File: src/rtl/mux_tree_pipe_if.sv
// -----------------------------------------------------------------------------
// mux_tree_pipe_if
// Bundle of the flow-controlled signals of mux_tree_pipe.
//
// Handshake semantics (both sides): a transfer happens on a rising clock edge
// where valid and ready are both 1. The producer holds data/select stable
// while valid is high and ready is low. Valid never depends combinationally
// on ready; ready may depend combinationally on the consumer's ready.
//
// Signals:
//   flush      master->slave  synchronous clear of in-flight tokens
//   in_data    master->slave  NUM_IN elements of ELEM_WIDTH bits
//   in_sel     master->slave  index of the element to forward
//   in_valid   master->slave  in_data/in_sel valid
//   in_ready   slave->master  pipeline can accept this cycle
//   out_data   slave->master  selected element
//   out_valid  slave->master  out_data valid
//   out_ready  master->slave  consumer accepts out_data
//   sel_err    slave->master  out-of-range select, qualified by out_valid
// -----------------------------------------------------------------------------
interface mux_tree_pipe_if #(
  parameter int NUM_IN     = 64,
  parameter int ELEM_WIDTH = 1,
  parameter int SEL_WIDTH  = 6
);
  logic                         flush;
  logic [NUM_IN*ELEM_WIDTH-1:0] in_data;
  logic [SEL_WIDTH-1:0]         in_sel;
  logic                         in_valid;
  logic                         in_ready;
  logic [ELEM_WIDTH-1:0]        out_data;
  logic                         out_valid;
  logic                         out_ready;
  logic                         sel_err;

  // Environment side: drives inputs and consumes results.
  modport master (
    output flush, in_data, in_sel, in_valid, out_ready,
    input  in_ready, out_data, out_valid, sel_err
  );

  // Mux tree side.
  modport slave (
    input  flush, in_data, in_sel, in_valid, out_ready,
    output in_ready, out_data, out_valid, sel_err
  );
endinterface

File: src/rtl/mux_tree_pipe.sv
// -----------------------------------------------------------------------------
// mux_tree_pipe
// Pipelined NUM_IN:1 multiplexer tree built from registered 4:1 stages, with
// valid/ready flow control. A captured select travels through the tree with
// its data, giving one result per cycle and stalling cleanly on backpressure.
//
// Ports:
//   clk    rising-edge clock
//   rst_n  asynchronous active-low reset (clears valids and data registers)
//   bus    mux_tree_pipe_if.slave: flush, in_data, in_sel, in_valid,
//          in_ready, out_data, out_valid, out_ready, sel_err
//
// Optional feature: define MUX_TREE_PIPE_SEL_CHECK_EN to carry an
// out-of-range flag (in_sel >= NUM_IN) with each token onto sel_err.
// Without it sel_err is tied to 0; out-of-range selects return zero either way
// because the input vector is zero-padded to 4^STAGES elements.
// -----------------------------------------------------------------------------
module mux_tree_pipe #(
  parameter int NUM_IN     = 64,
  parameter int ELEM_WIDTH = 1,
  parameter int SEL_WIDTH  = 6
) (
  input  logic          clk,
  input  logic          rst_n,
  mux_tree_pipe_if.slave bus
);

  localparam int STAGES   = (SEL_WIDTH + 1) / 2;
  localparam int PAD_N    = 4 ** STAGES;
  localparam int SELW_PAD = 2 * STAGES;
  localparam int EW       = ELEM_WIDTH;

  // Zero-padded input vector and select; padding makes out-of-range selects
  // return 0 and gives odd select widths a zero top bit.
  logic [PAD_N*EW-1:0]  pad_data;
  logic [SELW_PAD-1:0]  sel_pad;

  always_comb begin
    pad_data = '0;
    pad_data[NUM_IN*EW-1:0] = bus.in_data;
    sel_pad = '0;
    sel_pad[SEL_WIDTH-1:0] = bus.in_sel;
  end

  logic [STAGES-1:0] en;
  logic [STAGES-1:0] load;
  logic [STAGES-1:0] v_q;
  logic [STAGES-1:0] v_d;
  logic [STAGES-1:0] v_src;
  logic              accept;

  // Enable chain from the output back to the input: a stage may load when it
  // is empty or when everything downstream of it will move this cycle.
  always_comb begin
    logic chain;
    en    = '0;
    chain = ~v_q[STAGES-1] | bus.out_ready;
    en[STAGES-1] = chain;
    for (int k = STAGES - 2; k >= 0; k--) begin
      chain = ~v_q[k] | chain;
      en[k] = chain;
    end
  end

  assign bus.in_ready = en[0] & ~bus.flush;
  assign accept       = bus.in_valid & bus.in_ready;
  // Flush freezes all payload registers; only the valid bits are cleared.
  assign load         = en & {STAGES{~bus.flush}};

  always_comb begin
    v_src    = '0;
    v_src[0] = accept;
    for (int k = 1; k < STAGES; k++) begin
      v_src[k] = v_q[k-1];
    end
  end

  always_comb begin
    v_d = v_q;
    for (int k = 0; k < STAGES; k++) begin
      if (bus.flush) begin
        v_d[k] = 1'b0;
      end else if (en[k]) begin
        v_d[k] = v_src[k];
      end
    end
  end

  always_ff @(posedge clk or negedge rst_n) begin
    if (!rst_n) begin
      v_q <= '0;
    end else begin
      v_q <= v_d;
    end
  end

  // Stage k keeps 4^(STAGES-1-k) elements plus the select bits still needed
  // by the stages after it.
  for (genvar k = 0; k < STAGES; k++) begin : g_stg
    localparam int CNT = 4 ** (STAGES - 1 - k);

    logic [4*CNT*EW-1:0] src_data;
    logic [1:0]          src_sel;
    logic [CNT*EW-1:0]   data_d;
    logic [CNT*EW-1:0]   data_q;

    if (k == 0) begin : g_src
      assign src_data = pad_data;
      assign src_sel  = sel_pad[1:0];
    end else begin : g_src
      assign src_data = g_stg[k-1].data_q;
      assign src_sel  = g_stg[k-1].g_rest.rest_q[1:0];
    end

    always_comb begin
      data_d = '0;
      for (int g = 0; g < CNT; g++) begin
        data_d[g*EW +: EW] = src_data[(4*g + int'(src_sel))*EW +: EW];
      end
    end

    always_ff @(posedge clk or negedge rst_n) begin
      if (!rst_n) begin
        data_q <= '0;
      end else if (load[k]) begin
        data_q <= data_d;
      end
    end

    // The last stage consumes its select bits immediately, so it stores none.
    if (k < STAGES - 1) begin : g_rest
      localparam int RW = SELW_PAD - 2 * (k + 1);
      logic [RW-1:0] rest_d;
      logic [RW-1:0] rest_q;

      if (k == 0) begin : g_rsrc
        assign rest_d = sel_pad[SELW_PAD-1:2];
      end else begin : g_rsrc
        assign rest_d = g_stg[k-1].g_rest.rest_q[RW+1:2];
      end

      always_ff @(posedge clk or negedge rst_n) begin
        if (!rst_n) begin
          rest_q <= '0;
        end else if (load[k]) begin
          rest_q <= rest_d;
        end
      end
    end
  end

  assign bus.out_data  = g_stg[STAGES-1].data_q;
  assign bus.out_valid = v_q[STAGES-1];

`ifdef MUX_TREE_PIPE_SEL_CHECK_EN
  logic [STAGES-1:0] err_q;
  logic [STAGES-1:0] err_src;

  always_comb begin
    err_src    = '0;
    err_src[0] = (32'(bus.in_sel) >= 32'(NUM_IN));
    for (int k = 1; k < STAGES; k++) begin
      err_src[k] = err_q[k-1];
    end
  end

  always_ff @(posedge clk or negedge rst_n) begin
    if (!rst_n) begin
      err_q <= '0;
    end else begin
      for (int k = 0; k < STAGES; k++) begin
        if (load[k]) begin
          err_q[k] <= err_src[k];
        end
      end
    end
  end

  assign bus.sel_err = err_q[STAGES-1];
`else
  assign bus.sel_err = 1'b0;
`endif

endmodule

File: src/flat_wrapper.sv
// flat-port wrapper written by rule: the top's interface ports become plain ports
module mux_tree_pipe_flat 
#(
  parameter int NUM_IN     = 64,
  parameter int ELEM_WIDTH = 1,
  parameter int SEL_WIDTH  = 6
)
  (clk, rst_n, bus_flush, bus_in_data, bus_in_sel, bus_in_valid, bus_out_ready, bus_in_ready, bus_out_data, bus_out_valid, bus_sel_err);
  mux_tree_pipe_if #(.NUM_IN(NUM_IN), .ELEM_WIDTH(ELEM_WIDTH), .SEL_WIDTH(SEL_WIDTH)) bus_i ();
  input  logic clk;
  input  logic rst_n;
  input wire logic [$bits(bus_i.flush)-1:0] bus_flush;
  input wire logic [$bits(bus_i.in_data)-1:0] bus_in_data;
  input wire logic [$bits(bus_i.in_sel)-1:0] bus_in_sel;
  input wire logic [$bits(bus_i.in_valid)-1:0] bus_in_valid;
  input wire logic [$bits(bus_i.out_ready)-1:0] bus_out_ready;
  output wire logic [$bits(bus_i.in_ready)-1:0] bus_in_ready;
  output wire logic [$bits(bus_i.out_data)-1:0] bus_out_data;
  output wire logic [$bits(bus_i.out_valid)-1:0] bus_out_valid;
  output wire logic [$bits(bus_i.sel_err)-1:0] bus_sel_err;
  assign bus_i.flush = bus_flush;
  assign bus_i.in_data = bus_in_data;
  assign bus_i.in_sel = bus_in_sel;
  assign bus_i.in_valid = bus_in_valid;
  assign bus_i.out_ready = bus_out_ready;
  assign bus_in_ready = bus_i.in_ready;
  assign bus_out_data = bus_i.out_data;
  assign bus_out_valid = bus_i.out_valid;
  assign bus_sel_err = bus_i.sel_err;
  mux_tree_pipe #(.NUM_IN(NUM_IN), .ELEM_WIDTH(ELEM_WIDTH), .SEL_WIDTH(SEL_WIDTH)) u_core (.clk(clk), .rst_n(rst_n), .bus(bus_i));
endmodule
File: config.mk
export PLATFORM = sky130hd
export DESIGN_NAME = mux_tree_pipe_flat
export DESIGN_NICKNAME = d
export VERILOG_FILES = /design/src/rtl/mux_tree_pipe_if.sv /design/src/rtl/mux_tree_pipe.sv /design/src/flat_wrapper.sv
export SDC_FILE = /design/constraint.sdc
export NUM_CORES = 1
export LEC_CHECK = 0
export BUFFER_PORTS_ARGS = -buffer_cell sky130_fd_sc_hd__buf_2
export CAP_MARGIN = 30
export CORE_MARGIN = 10
export CORE_UTILIZATION = 46
export DETAILED_ROUTE_END_ITERATION = 10
export HOLD_SLACK_MARGIN = 0.15
export PLACE_DENSITY = 0.79
export SLEW_MARGIN = 20
export SYNTH_ARGS = -nofsm -noshare
export SYNTH_HDL_FRONTEND = slang
export SYNTH_SLANG_ARGS = --single-unit
File: constraint.sdc
create_clock -name clk -period 1.98 [get_ports clk]
set_input_delay 0.099 -clock clk [delete_from_list [all_inputs] [get_ports clk]]
set_output_delay 0.099 -clock clk [all_outputs]
set_load 0.01 [all_outputs]
# Word level (Yosys, flattened, before mapping)
# Cells that the tools add are included.
[word_totals]
ff_bits = 30
mem_count = 0
in_bits = 75
mem_bits_ro = 0
latch_bits = 0
elab_cells = 66
output_inout_bits = 4
ram_bits = 0
[classes]
n_mux = 6
n_shift = 21
multipliers = 0
div = 0
n_lt_le_gt_ge = 0
eq_ne = 0
bitwise = 10
n_reduce_logical = 3
add_sub_neg = 18
[op_table]
columns = ["operator", "n"]
rows = [
  ["variable part select 64 x 32 -> 1 bit", 15],
  ["variable part select 16 x 32 -> 1 bit", 3],
  ["variable part select 64 x 3 -> 1 bit", 1],
  ["adder 6 x 2 -> 7 bit, first input constant", 8],
  ["adder 5 x 2 -> 6 bit, first input constant", 4],
  ["adder 4 x 2 -> 5 bit, first input constant", 4],
  ["variable part select 16 x 3 -> 1 bit", 1],
  ["adder 3 x 2 -> 4 bit, first input constant", 2],
  ["two-way mux 1 bit", 6],
  ["nonzero test 2 bit", 3],
  ["inverter 1 bit", 4],
  ["variable part select 4 x 3 -> 1 bit", 1],
  ["AND 3 bit", 1],
  ["bitwise OR 1 bit", 3],
  ["AND 1 bit", 2],
]

# Longest topological paths before layout
[logic_depth]
word_depth = 8
ltp_mapped = 4
depth_no_buf = 3

# Worst setup path after synthesis
# No wires, ideal clock.
[synth_path]
path_type = "register -> register"
from = "register u_core.v_q[2]"
to = "register u_core.g_stg[0].data_q[10]"
path_stages_with_launch = 5
t_required_ns = 1.855
t_arrival_ns = 1.395
path_buffers = 1
slack_ns = 0.460
setup_time_ns = 0.125
period_less_slack_ns = 1.520
path_cell_list = "dfrtp_1 and3b_1 a21oi_1 buf_4 mux2_4"
[synth_via]
elab_chain_len = 5
[synth_lines]
columns = ["item", "line", "text"]
rows = [
  ["start: declaration", "mux_tree_pipe.sv:47", "logic [STAGES-1:0] v_q;"],
  ["start signal: assignment", "mux_tree_pipe.sv:93", "v_q <= v_d;"],
  ["inverter 1 bit", "mux_tree_pipe.sv:57", "chain = ~v_q[STAGES-1] | bus.out_ready;"],
  ["bitwise OR 1 bit", "mux_tree_pipe.sv:57", ""],
  ["bitwise OR 1 bit (2 in a row)", "mux_tree_pipe.sv:60", "chain = ~v_q[k] | chain;"],
  ["AND 3 bit", "mux_tree_pipe.sv:68", "assign load = en & {STAGES{~bus.flush}};"],
  ["end signal: assignment", "mux_tree_pipe.sv:126", "data_q <= data_d;"],
  ["end: declaration", "mux_tree_pipe.sv:105", "logic [CNT*EW-1:0] data_q;"],
]
# No other way between the ends.
# A chain may end at the register's enable or synchronous reset.

# Final worst setup path
[layout_path]
from = "register u_core.v_q[2]"
to = "output bus_in_ready"
[layout_via]
elab_chain_len = 5
[layout_lines]
columns = ["item", "line", "text"]
rows = [
  ["inverter 1 bit", "mux_tree_pipe.sv:57", ""],
  ["bitwise OR 1 bit", "mux_tree_pipe.sv:57", ""],
  ["bitwise OR 1 bit (2 in a row)", "mux_tree_pipe.sv:60", ""],
  ["AND 1 bit", "mux_tree_pipe.sv:65", "assign bus.in_ready = en[0] & ~bus.flush;"],
  ["end: declaration", "flat_wrapper.sv:17", "output wire logic [$bits(bus_i.in_ready)-1:0] bus_in_ready;"],
]
# No other way between the ends.

==> impl_metrics.yaml <==
routing:
  antenna_left: 0
  drtIter0Drc: 18
  topRoutingLayerUsed: "met4"
  wire_per_inst_um: 17.9
  via_count: 1211
  drc: 0
  dr_wl_met2_um: 2090
  wl_met3_um: 408
  viasPerCell: 5.22
  routedLengthMet1_um: 1610
  wl_um: 4160
  drtPass1Iterations: 4
die:
  core_area_um2: 3630
  dieArea_um2: 6540
  rows: 22
  num_io_pins: 79
  die_w_um: 80.9
  die_h_um: 80.9
  initial_utilization: 0.469
synth:
  yosys_warnings: 0
  syn_inst: 97
  synth_edf_count: 0
  synth_top_flop_cell: "dfrtp_1"
  syn_nets: 172
  synth.largest_area_cell: "dfrtp_1"
  synth_common_cells: "dfrtp_1 (30), mux2_2 (17), mux4_2 (15), mux2_4 (10), nor2_1 (7)"
  ys_ff_latch: 30
  synth.distinct_cells: 15
  async_flop_share: 1.00
  syn_area_per_cell_um2: 17.6
  synth_top_area_frac: 0.440
  yosysSeqAreaShare: 0.440
  yosysMostFrequentCell: "dfrtp_1"
  synth_area_leaders: "dfrtp_1 (44%), mux4_2 (20%), mux2_2 (11%)"
  synth_area_um2: 1710
min_path:
  worstHoldStart: "bus_out_ready"
  hold_class: "primary input to flip-flop"
timing:
  period_share: 0.843
  slew_violations: 0
  slew_headroom: 0.559
  hold_ws_ns: 0.251
  setup_viol: 0
  worst_pin_slew_ns: 0.661
  period_minus_slack_ns: 1.67
  max_clock_freq_mhz: 599
  setup_tns_ns: 0
  fin_skew_ns: 0.00840
  rsz0062_at_grt: "no"
  hold_viol: 0
worst_setup_path:
  path_cells: "and3b_1, a21oi_2, buf_4, buf_2"
  critPathLaunch: "u_core.v_q[2]$_DFFE_PN0P_"
  slowest_stage: "dfrtp_1"
  critPathBufInv: 2
  cp.required_ns: 1.88
  r2r_slack_ns: 0.39
  r2r-start: "u_core.v_q[2]$_DFFE_PN0P_"
  max_stage_delay_ns: 0.38
  endpoint: "bus_in_ready"
  cp_max_fo: 21
  arrival_ns: 1.57
  path_delay_family: "buffers and inverters"
  worstRegToRegCells: 4
  path_class: "flip-flop to output port"
  timing.rr.end: "u_core.g_stg[0].g_rest.rest_q[2]$_DFFE_PN0P_"
  cp.depth: 4
  worst_setup_path_start_kind: "flip-flop"
  cp-end-kind: "output port"
final_layout:
  seq_area_um2: 751
  antennaDiodeCount: 0
  fillerInstances: 295
  layout-area-overhead-vs-synth_pct: 36.2
  layout-drive-gt1-share: 0.701
  nNetsFinal: 258
  stdcell_area_um2: 2320
  multi_input_area_um2: 896
global_route:
  grt.overflow.total: 0
  grt_pass1_vias: 1502
  antenna_found_initial: 0
  grtUsageTotal: 0.138
  grt_start_max_net_pins: 31
  grt_pass1_wl_um: 6930
place:
  placed_area_um2: 2100
  io_buffer_count: 77
  globalplace.congestion: 0.729
  post-dp-hpwl_um: 3420
clock_network:
  cts_root_buf: "clkbuf_8"
  cts.sinks: 30
  numCtsBuffers: 5
  cts_tree: "done"
  ctsResizeCount: 0
  clockBufferDepth: 2
  htree_levels: 2
  clk_latency_ns: 0.28
  clk_pin_slew_ns: 0.06
power_and_ir_drop:
  peakVddDrop_mv: 0.390
  p_leak_uw: 0.00111
  p_per_area_nw_per_um2: 830
run:
  cap_violations: 0
outcome:
  outcome: "completed"
==> metal layers <==
layer	GRT usage	vias to the layer above
met5	0	-
met1	0.144	590
met3	0.0717	4
li1	-	559
met4	0.0484	0
met2	0.234	58
==> sequential cells by signal, indices dropped and copies added, names as in the netlist <==
register	cells
u_core.g_stg.data_q	20
u_core.v_q	3
u_core.g_stg.g_rest.rest_q	6
u_core.bus.out_data	1
==> final cells by class <==
cell class | count | area share
timing repair buffer | 86 | 0.204
tap | 48 | 0.0259
clock inverter | 2 | 0.0259
multi-input combinational | 60 | 0.386
sequential | 30 | 0.323
clock buffer | 6 | 0.0356
==> where the power goes <==
part           internal, uW  switching [uW]
combinational           262             115
clock                   537             233
sequential              714            66.0
==> worst min path at each step <==
stage,endpoint,depth (start not counted)
floorplan,u_core.bus.out_data$_DFFE_PN0P_,0
global placement,u_core.g_stg[0].data_q[12]$_DFFE_PN0P_,1
detailed placement,u_core.v_q[2]$_DFFE_PN0P_,1
CTS,u_core.bus.out_data$_DFFE_PN0P_,4
global route,u_core.g_stg[0].data_q[12]$_DFFE_PN0P_,3
finish,u_core.bus.out_data$_DFFE_PN0P_,4
==> logic make-up after synthesis <==
logic type / Yosys count / share of synthesized area
other: 1 / 0.00220
multiplexers: 48 / 0.491
flip-flops: 30 / 0.440
AND/OR/NAND/NOR: 9 / 0.0242
AO/OA/AOI/OAI: 2 / 0.00587
buffers and inverters: 7 / 0.0367
==> tightest hold or removal path: stages <==
cell	delay [ns]
buf_2	0.09
nor2b_1	0.06
nor2_1	0.10
mux2_2	0.15
==> placed cells by master (no fill, tap or decap), drive strengths merged <==
cell type | Yosys | layout
mux2 | 27 | 27
mux4 | 21 | 21
and3b | 1 | 1
a21oi | 2 | 2
nor2 | 7 | 7
dfrtp | 30 | 30
nor2b | 1 | 1
bufinv | 0 | 2
buf | 6 | 78
dlygate4sd3 | 0 | 8
clkbuf | 1 | 6
conb | 1 | 1
==> metrics by stage <==
| step | cells | setup slack (ns) | util | total power [uW] |
|---|---|---|---|---|
| detailed placement | 216 | 0.383 | 0.578 | 1160 |
| floorplan | 97 | 0.460 | - | 1020 |
| global placement | 216 | 0.470 | 0.578 | 1130 |
| CTS | 232 | 0.284 | 0.639 | 1940 |
| finish | 232 | 0.311 | 0.639 | 1930 |
| global route | 232 | 0.205 | 0.639 | 2020 |
==> what timing repair did <==
action                                 CTS  global route
endpoints found under the hold margin   37             0
hold buffers                             8             0
setup buffers                            0             0
Power figures use the tool's default switching activity.
